`src/rtl/riscv_pkg.sv`:
```
// Shared RISC-V constants: data width, load funct3 codes and the load
// extension helper used when returned load data enters the write-back buffer.
package riscv_pkg;

  localparam int XLEN = 32;

  localparam logic [2:0] LB  = 3'b000;
  localparam logic [2:0] LH  = 3'b001;
  localparam logic [2:0] LW  = 3'b010;
  localparam logic [2:0] LBU = 3'b100;
  localparam logic [2:0] LHU = 3'b101;

  // Select the addressed byte/half lane of the raw word and extend it.
  // Unrecognised funct3 codes pass the word through unchanged.
  function automatic logic [XLEN-1:0] load_extend(
    input logic [2:0]      funct3,
    input logic [1:0]      addr_lo,
    input logic [XLEN-1:0] word
  );
    logic [7:0]      byte_lane;
    logic [15:0]     half_lane;
    logic [XLEN-1:0] result;
    byte_lane = word[{addr_lo, 3'b000} +: 8];
    half_lane = addr_lo[1] ? word[31:16] : word[15:0];
    case (funct3)
      LB:      result = {{(XLEN-8){byte_lane[7]}}, byte_lane};
      LH:      result = {{(XLEN-16){half_lane[15]}}, half_lane};
      LBU:     result = {{(XLEN-8){1'b0}}, byte_lane};
      LHU:     result = {{(XLEN-16){1'b0}}, half_lane};
      LW:      result = word;
      default: result = word;
    endcase
    return result;
  endfunction

endpackage

```
`src/rtl/wb_load_fifo.sv`:
```
// Synchronous FIFO holding returned loads as {rd, data} until the
// write-back arbiter pops them. Power-of-two depth so pointers wrap freely.
module wb_load_fifo #(
  parameter int DW    = riscv_pkg::XLEN + 5,
  parameter int DEPTH = 2
) (
  input  logic                     clk,
  input  logic                     reset,
  input  logic                     push,
  input  logic [DW-1:0]            push_data,
  input  logic                     pop,
  output logic [DW-1:0]            pop_data,
  output logic                     full,
  output logic                     empty,
  output logic [$clog2(DEPTH):0]   count
);

  localparam int AW = $clog2(DEPTH);
  localparam int CW = AW + 1;

  logic [DW-1:0] mem [DEPTH];
  logic [AW-1:0] wr_ptr;
  logic [AW-1:0] rd_ptr;
  logic          do_push;
  logic          do_pop;

  assign full     = (count == CW'(DEPTH));
  assign empty    = (count == '0);
  assign do_push  = push && !full;
  assign do_pop   = pop && !empty;
  assign pop_data = mem[rd_ptr];

  // Storage array; entries are don't-care while not counted, so no reset.
  always_ff @(posedge clk) begin
    if (do_push) mem[wr_ptr] <= push_data;
  end

  // Pointers and occupancy; a simultaneous push and pop leaves count alone.
  always_ff @(posedge clk or negedge reset) begin
    if (!reset) begin
      wr_ptr <= '0;
      rd_ptr <= '0;
      count  <= '0;
    end else begin
      if (do_push) wr_ptr <= wr_ptr + 1'b1;
      if (do_pop)  rd_ptr <= rd_ptr + 1'b1;
      case ({do_push, do_pop})
        2'b10:   count <= count + 1'b1;
        2'b01:   count <= count - 1'b1;
        default: count <= count;
      endcase
    end
  end

endmodule

```
`src/rtl/wb_stage.sv`:
```
// Write-back stage: arbitrates between the ALU result and buffered load
// returns, registers the selected register-file write, and tracks which
// destination registers still have a load outstanding.
module wb_stage #(
  parameter int XLEN       = riscv_pkg::XLEN,
  parameter int FIFO_DEPTH = 2
) (
  input  logic            clk,
  input  logic            reset,
  input  logic            alu_valid,
  input  logic [4:0]      alu_rd,
  input  logic [XLEN-1:0] alu_data,
  output logic            alu_ready,
  input  logic            ld_issue,
  input  logic [4:0]      ld_issue_rd,
  input  logic            ld_valid,
  output logic            ld_ready,
  input  logic [4:0]      ld_rd,
  input  logic [XLEN-1:0] ld_data,
  input  logic [2:0]      ld_funct3,
  input  logic [1:0]      ld_addr_lo,
  output logic            RegWrite,
  output logic [4:0]      Rd,
  output logic [XLEN-1:0] Write_data,
  output logic [31:0]     pending
);

  localparam int CW = $clog2(FIFO_DEPTH) + 1;

  logic                 fifo_full;
  logic                 fifo_empty;
  logic [CW-1:0]        fifo_count;
  logic [XLEN+4:0]      fifo_head;
  logic [XLEN+4:0]      fifo_in;
  logic                 enq;
  logic                 sel_ld;
  logic                 sel_alu;
  logic                 src_ld;
  logic [4:0]           head_rd;
  logic [XLEN-1:0]      head_data;
  logic [31:0]          pending_nxt;

  // Ready depends only on registered occupancy, never on this cycle's selection.
  assign ld_ready  = !fifo_full;
  assign alu_ready = !fifo_full;
  assign enq       = ld_valid && ld_ready;
  assign fifo_in   = {ld_rd, riscv_pkg::load_extend(ld_funct3, ld_addr_lo, ld_data)};
  assign head_rd   = fifo_head[XLEN+4:XLEN];
  assign head_data = fifo_head[XLEN-1:0];

  // Loads win when the buffer is full or the ALU is idle; otherwise the ALU goes.
  assign sel_ld  = !fifo_empty && (fifo_full || !alu_valid);
  assign sel_alu = !sel_ld && alu_valid && alu_ready;

  wb_load_fifo #(
    .DW    (XLEN + 5),
    .DEPTH (FIFO_DEPTH)
  ) u_fifo (
    .clk       (clk),
    .reset     (reset),
    .push      (enq),
    .push_data (fifo_in),
    .pop       (sel_ld),
    .pop_data  (fifo_head),
    .full      (fifo_full),
    .empty     (fifo_empty),
    .count     (fifo_count)
  );

  // Occupancy can never exceed the buffer depth.
  assert property (@(posedge clk) disable iff (!reset) fifo_count <= CW'(FIFO_DEPTH));

  // Register-file write port; rd=0 writes are consumed with RegWrite low.
  always_ff @(posedge clk or negedge reset) begin
    if (!reset) begin
      RegWrite   <= 1'b0;
      Rd         <= '0;
      Write_data <= '0;
      src_ld     <= 1'b0;
    end else if (sel_ld) begin
      RegWrite   <= (head_rd != 5'd0);
      Rd         <= head_rd;
      Write_data <= head_data;
      src_ld     <= 1'b1;
    end else if (sel_alu) begin
      RegWrite   <= (alu_rd != 5'd0);
      Rd         <= alu_rd;
      Write_data <= alu_data;
      src_ld     <= 1'b0;
    end else begin
      RegWrite   <= 1'b0;
      src_ld     <= 1'b0;
    end
  end

  // Outstanding-load flags: clear on load commit, then set on issue so set wins.
  always_comb begin
    pending_nxt = pending;
    if (RegWrite && src_ld) pending_nxt[Rd] = 1'b0;
    if (ld_issue && (ld_issue_rd != 5'd0)) pending_nxt[ld_issue_rd] = 1'b1;
    pending_nxt[0] = 1'b0;
  end

  // Scoreboard register.
  always_ff @(posedge clk or negedge reset) begin
    if (!reset) pending <= '0;
    else        pending <= pending_nxt;
  end

endmodule

```
`config.mk`:
```
export PLATFORM = sky130hd
export DESIGN_NAME = wb_stage
export DESIGN_NICKNAME = d
export VERILOG_FILES = /design/src/rtl/riscv_pkg.sv /design/src/rtl/wb_load_fifo.sv /design/src/rtl/wb_stage.sv
export SDC_FILE = /design/constraint.sdc
export NUM_CORES = 1
export LEC_CHECK = 0
export ABC_AREA = 1
export CAP_MARGIN = 25
export CORE_ASPECT_RATIO = 0.9
export CORE_MARGIN = 2
export CORE_UTILIZATION = 50
export DETAILED_ROUTE_END_ITERATION = 7
export PLACE_DENSITY = 0.92
export SYNTH_ARGS = -nofsm -noshare
export SYNTH_HDL_FRONTEND = slang
export SYNTH_SLANG_ARGS = --single-unit
```
`constraint.sdc`:
```
create_clock -name clk -period 2.95 [get_ports clk]
set_input_delay 0.7375 -clock clk [delete_from_list [all_inputs] [get_ports clk]]
set_output_delay 0.7375 -clock clk [all_outputs]
set_load 0.01 [all_outputs]
```
==> Word-level counts from Yosys, hierarchy flattened <==
Memory sizes are Yosys's and may differ from the RTL's.
Cells that the tools add are included.
{ "word_totals": {"reg_bits": 74, "ramBits": 74, "in_bits": 89, "memories": 1} }
{ "memory_table": {"columns": ["name", "words", "word_bits", "read_ports", "rd_clocked_by_memory_dff", "write_ports", "line_no", "text"], "rows": [
  ["u_fifo.mem", 2, 37, 1, 0, 1, "wb_load_fifo.sv:21", "logic [DW-1:0] mem [DEPTH];"]
]} }
{ "op_classes": {"n_reduce_logical": 22, "n_lt_le_gt_ge": 4, "n_mux": 18, "n_eq_ne": 6, "add_sub_neg": 4, "bitwise_logic": 3, "shifts": 1} }
{ "ops": {"columns": ["op", "count"], "rows": [
  ["2-to-1 mux 32 bit", 4],
  ["case mux 32 bit (4 select lines)", 1],
  ["bitwise AND 32 bit", 1],
  ["inverter 32 bit", 1],
  ["bitwise OR 32 bit", 1],
  ["variable part select 32 x 6 -> 8 bit", 1],
  ["2-to-1 mux 16 bit", 1],
  ["nonzero test 5 bit", 3],
  ["< comparator 5 x 6 -> 1 bit (second input constant)", 2],
  ["demux 1 bit (select 5 bit)", 2],
  ["greater-or-equal comparator 5 x 1 -> 1 bit (second input constant)", 2],
  ["logical AND 1 bit", 10],
  ["2-to-1 mux 5 bit", 2],
  ["2-to-1 mux 1 bit", 7],
  ["== test 3 bit (second input constant)", 2],
  ["== test 2 bit (second input constant)", 2],
  ["zero test 1 bit", 4],
  ["case mux 2 bit (2 select lines)", 1],
  ["nonzero test 2 bit", 2],
  ["== test 3 x 1 -> 1 bit (second input constant)", 1],
  ["zero test 3 bit", 1],
  ["adder 1 bit (second input constant)", 2],
  ["adder 2 x 1 -> 2 bit (second input constant)", 1],
  ["== test 2 x 1 -> 1 bit (second input constant)", 1],
  ["3 further kinds", 3]
]} }

==> Logic depth before layout (Yosys ltp) <==
{ "logic_depth": {"word_depth": 9, "depth_mapped": 9, "ltp_nobuf": 8} }

==> Cells and area by module <==
From an unflattened synthesis, not the netlist that was laid out.
{ "hier_totals": {"cells_unflattened": 789, "hier_area_um2": 6942.9} }
{ "modules_own_cells": {"columns": ["module", "cells_per_inst", "instances", "area_each_um2"], "rows": [
  ["wb_stage", 563, 1, 4003.8],
  ["wb_load_fifo", 226, 1, 2939.1]
]} }

==> Least setup slack after synthesis <==
No wires, ideal clock.
{ "synth_path": {"path_type": "input to register", "from": "input port ld_valid", "to": "memory u_fifo.mem[1][0] in the netlist's numbering (enable)", "t_required_ns": 2.517, "arrival_ns": 2.412, "n_path_buf": 0, "setup_slack_ns": 0.105, "cell_stages": 2, "path_cell_list": "nand2_1 > nor2_1"} }
{ "synth_via": {"elab_chain_len": 4} }
{ "synth_lines": {"columns": ["element", "line_no", "text"], "rows": [
  ["from (decl)", "wb_stage.sv:16", "input logic ld_valid,"],
  ["logical AND 1 bit", "wb_stage.sv:46", "assign enq = ld_valid && ld_ready;"],
  ["logical AND 1 bit", "wb_load_fifo.sv:29", "assign do_push = push && !full;"],
  ["2-to-1 mux 1 bit", "wb_load_fifo.sv:35", "if (do_push) mem[wr_ptr] <= push_data;"],
  ["2-to-1 mux 1 bit (implied by the code)", "wb_load_fifo.sv:35", null],
  ["to (decl)", "wb_load_fifo.sv:21", null]
]} }
No other way between the ends.

==> Worst setup path in the final report <==
{ "layout_path": {"from": "register u_fifo.count[0]", "to": "output port ld_ready"} }
{ "layout_via": {"elab_chain_len": 2} }
{ "layout_lines": {"columns": ["element", "line_no", "text"], "rows": [
  ["from (decl)", "wb_load_fifo.sv:15", "output logic [$clog2(DEPTH):0] count"],
  ["from (signal assigned)", "wb_load_fifo.sv:48", "2'b10: count <= count + 1'b1;"],
  ["from (signal assigned)", "wb_load_fifo.sv:49", "2'b01: count <= count - 1'b1;"],
  ["from (signal assigned)", "wb_load_fifo.sv:50", "default: count <= count;"],
  ["== test 2 bit", "wb_load_fifo.sv:27", "assign full = (count == CW'(DEPTH));"],
  ["zero test 1 bit", "wb_stage.sv:44", "assign ld_ready = !fifo_full;"],
  ["to (decl)", "wb_stage.sv:17", "output logic ld_ready,"]
]} }
No other way between the ends.

==> out/metrics.csv <==
stage,metric,value,unit
yosys,post-synth cell types,31,
cts,post-CTS resize count,0,
yosys,Syn Std Cell Area,0.00707,mm^2
pwr,worst vdd ir,0.514,mV
timing,fin. max-slew vios,0,
final_layout,ANT cells,0,
final_layout,register area,0.00407,mm^2
drt,total wire length,19900,um
placement,routability cong.,0.917,
yosys,Syn Area/Cell,8.56,um^2
grt,initial antenna violation count,0,
floorplanning,Starting Density,50.8,%
final_layout,Filler Cells Inserted,994,
timing,Final Hold Fails,0,
drt,total iterations of the first detailed-routing run,6,
timing,Setup Skew,0.00648,ns
critical_path,nature of the critical path endpoint,output port,
drt,via count,6422,
grt,number of global-route vias before repair,6060,
critical_path,RR Startpoint,u_fifo.count[0]$_DFFE_PN0P_,
cts,cts hold-fix bufs,0,
floorplanning,Core Footprint,0.0139,mm^2
pwr,pwr/cell area,969,mW/mm^2
cts,clk_lat worst skew,0.42,ns
timing,f_max,422,MHz
cts,H-tree depth,4,
grt,largest net degree at the start of global routing,59,
cts,CTS max path bufs,2,
cts,TritonCTS clock tree,yes,
final_layout,final net count,1071,
final_layout,fin area,0.00935,mm^2
placement,DP HPWL,13700,um
critical_path,WP data arrival,1.63,ns
timing,RSZ-0062 raised after global routing,no,
floorplanning,die area,0.0151,mm^2
yosys,Synth Register Bits,148,
grt,first-pass GRT wire length,30700,um
run_status,status,"finished, final reports clean",
placement,placed inst area,0.00881,mm^2
critical_path,Worst R2R Path Depth,5,
cts,root buf cell,clkbuf_16,
critical_path,startpoint types,flip-flop,
floorplanning,IO Count,161,
cts,# Post-CTS Setup Buffers,0,
drt,Avg WL per Cell,16.8,um
critical_path,Setup CP Type,reg2out,
final_layout,area delta synth->final,32.3,%
yosys,syn nets,916,
drt,Antenna Violating Nets Remaining,0,
drt,DR vias/cell,5.41,
grt,total track usage,26.8,%
timing,total negative slack for setup checks,0,ns
final_layout,Multi-input gate area,0.00252,mm^2
critical_path,Required @ worst endpoint,2.21,ns
timing,Slew headroom,54.2,%
run,max_cap viols,0,
final_layout,final core utilization,67.2,%
yosys,synthesized instance count,826,
floorplanning,DIE HEIGHT,117,um
floorplanning,Die Wd,129,um
cts,Num CTS Buffers,17,
grt,total grt overflow,0,
floorplanning,FP Rows,41,
pwr,P_leak,4.14,nW
timing,Final setup viols,0,
yosys,sequential share of the synthesized area,57.6,%
drt,1st-iter DRT viols,727,
yosys,yosys warns,0,
critical_path,crit path max fanout,7,
timing,worst setup margin,0.578,ns
timing,crit share post-route,80.4,%
placement,DP Worst Slack,0.461,ns
timing,Worst Tran Pin Value,0.686,ns
cts,Worst-path clk slew,0.06,ns
min_path,HP Class,in2async,
cts,clk sink count,148,
drt,# DRC,0,
timing,Period minus WS final,2.37,ns
critical_path,worst setup path start,u_fifo.count[0]$_DFFE_PN0P_,
placement,Port-buffer cells,159,
final_layout,share of layout cells above drive strength 1,6.24,%
==> flip-flops by register name, indices dropped and copies added (netlist names) <==
register / count
src_ld: 1
u_fifo.mem: 74
RegWrite: 1
u_fifo.wr_ptr: 1
u_fifo.count: 2
Write_data: 32
u_fifo.rd_ptr: 1
pending: 31
Rd: 5
==> cell usage after synthesis <==
| master | number | area (um^2) |
|---|---|---|
| ha_1 | 1 | 12.5 |
| and2_1 | 1 | 6.26 |
| nand2_4 | 2 | 22.5 |
| nor2_1 | 120 | 450 |
| xor2_1 | 2 | 17.5 |
| dfrtp_1 | 74 | 1850 |
| conb_1 | 1 | 3.75 |
| a21oi_1 | 2 | 10.0 |
| inv_4 | 1 | 6.26 |
| inv_2 | 6 | 22.5 |
| a22oi_1 | 7 | 52.6 |
| edfxtp_1 | 74 | 2220 |
| nor3_2 | 1 | 10.0 |
| buf_2 | 9 | 45.0 |
| clkbuf_8 | 1 | 13.8 |
| nand2_1 | 262 | 983 |
| nor3_1 | 2 | 10.0 |
| o21ai_0 | 77 | 385 |
| clkbuf_1 | 5 | 18.8 |
| xnor2_1 | 1 | 8.76 |
| buf_6 | 6 | 67.6 |
| buf_4 | 12 | 90.1 |
| nand2_2 | 2 | 12.5 |
| or2_2 | 9 | 56.3 |
| nor2_2 | 1 | 6.26 |
| clkbuf_2 | 2 | 10.0 |
| nand3_4 | 1 | 17.5 |
| o21ai_1 | 2 | 10.0 |
| nand3_1 | 82 | 410 |
| nand4_1 | 3 | 18.8 |
| inv_1 | 57 | 214 |
==> routing by layer <==
| layer | share of wire (%) | wire, um | GRT usage [%] |
|---|---|---|---|
| met1 | 39 | 7760 | 34.4 |
| met2 | 48 | 9480 | 43.2 |
| met3 | 9.6 | 1910 | 5.91 |
| met4 | 4.0 | 800 | 14.1 |
| met5 | 0 | 0 | 0 |
==> final timing paths <==
check | end | slack [ns]
setup / recovery | ld_ready | 0.58
hold / removal | Write_data[10]$_DFFE_PN0P_ | 0.31
setup reg to reg | u_fifo.mem[0][15]$_DFFE_PP_ | 1.18
hold reg to reg | Write_data[4]$_DFFE_PN0P_ | 0.48
max in group asynchronous | Write_data[17]$_DFFE_PN0P_ | 2.06
min in group clk | Write_data[4]$_DFFE_PN0P_ | 0.48
==> layout make-up <==
class,instances,area share (%)
well taps,193,2.58
repair buffers,171,18.5
clock buffers,26,5.25
flip-flops and latches,148,43.6
multi-input cells,579,27.0
clock inverters,5,0.535
inverters,64,2.60
==> placed cells by master, fill, tap and decap left out, drive strengths merged <==
cell / synthesis / final
a21oi: 2 / 2
a22oi: 7 / 7
and2: 1 / 1
buf: 27 / 13
bufinv: 0 / 1
clkbuf: 8 / 26
clkdlybuf4s50: 0 / 158
clkinv: 0 / 4
conb: 1 / 1
dfrtp: 74 / 74
edfxtp: 74 / 74
ha: 1 / 1
inv: 64 / 64
nand2: 266 / 266
nand3: 83 / 83
nand4: 3 / 3
nor2: 121 / 121
nor3: 3 / 3
o21ai: 79 / 79
or2: 9 / 9
xnor2: 1 / 1
xor2: 2 / 2
==> per-stage QoR <==
stage,hold WS (ns),power [W],cells
finish,0.310,0.00906,1186
global route,0.361,0.00958,1186
CTS,0.325,0.00904,1186
detailed placement,0.465,0.00702,1155
global placement,0.461,0.00682,1155
floorplan,0.442,0.00532,826
==> worst max-delay path: stages (launching register included) <==
cell	delay (ns)
dfrtp_1	0.45
inv_2	0.10
nand2_4	0.12
clkdlybuf4s50_1	0.55
==> where the power goes <==
group / leakage [nW] / switching (W) / internal (W) / total (W)
logic: 2.37 / 0.00210 / 0.00155 / 0.00365
clock network: 0.267 / 0.000775 / 0.00122 / 0.00200
registers: 1.51 / 0.000427 / 0.00299 / 0.00341
total: 4.14 / 0.00330 / 0.00576 / 0.00906
==> kinds of logic after synthesis <==
logic type	count (synthesis)	synth area share (%)
fa+ha+maj	1	0.177
buf+inv	99	6.91
other cells	1	0.0531
simple gates	486	28.4
xor+xnor	3	0.372
flops	148	57.6
compound gates	88	6.48
No activity file was read; power rests on OpenSTA's default activity.
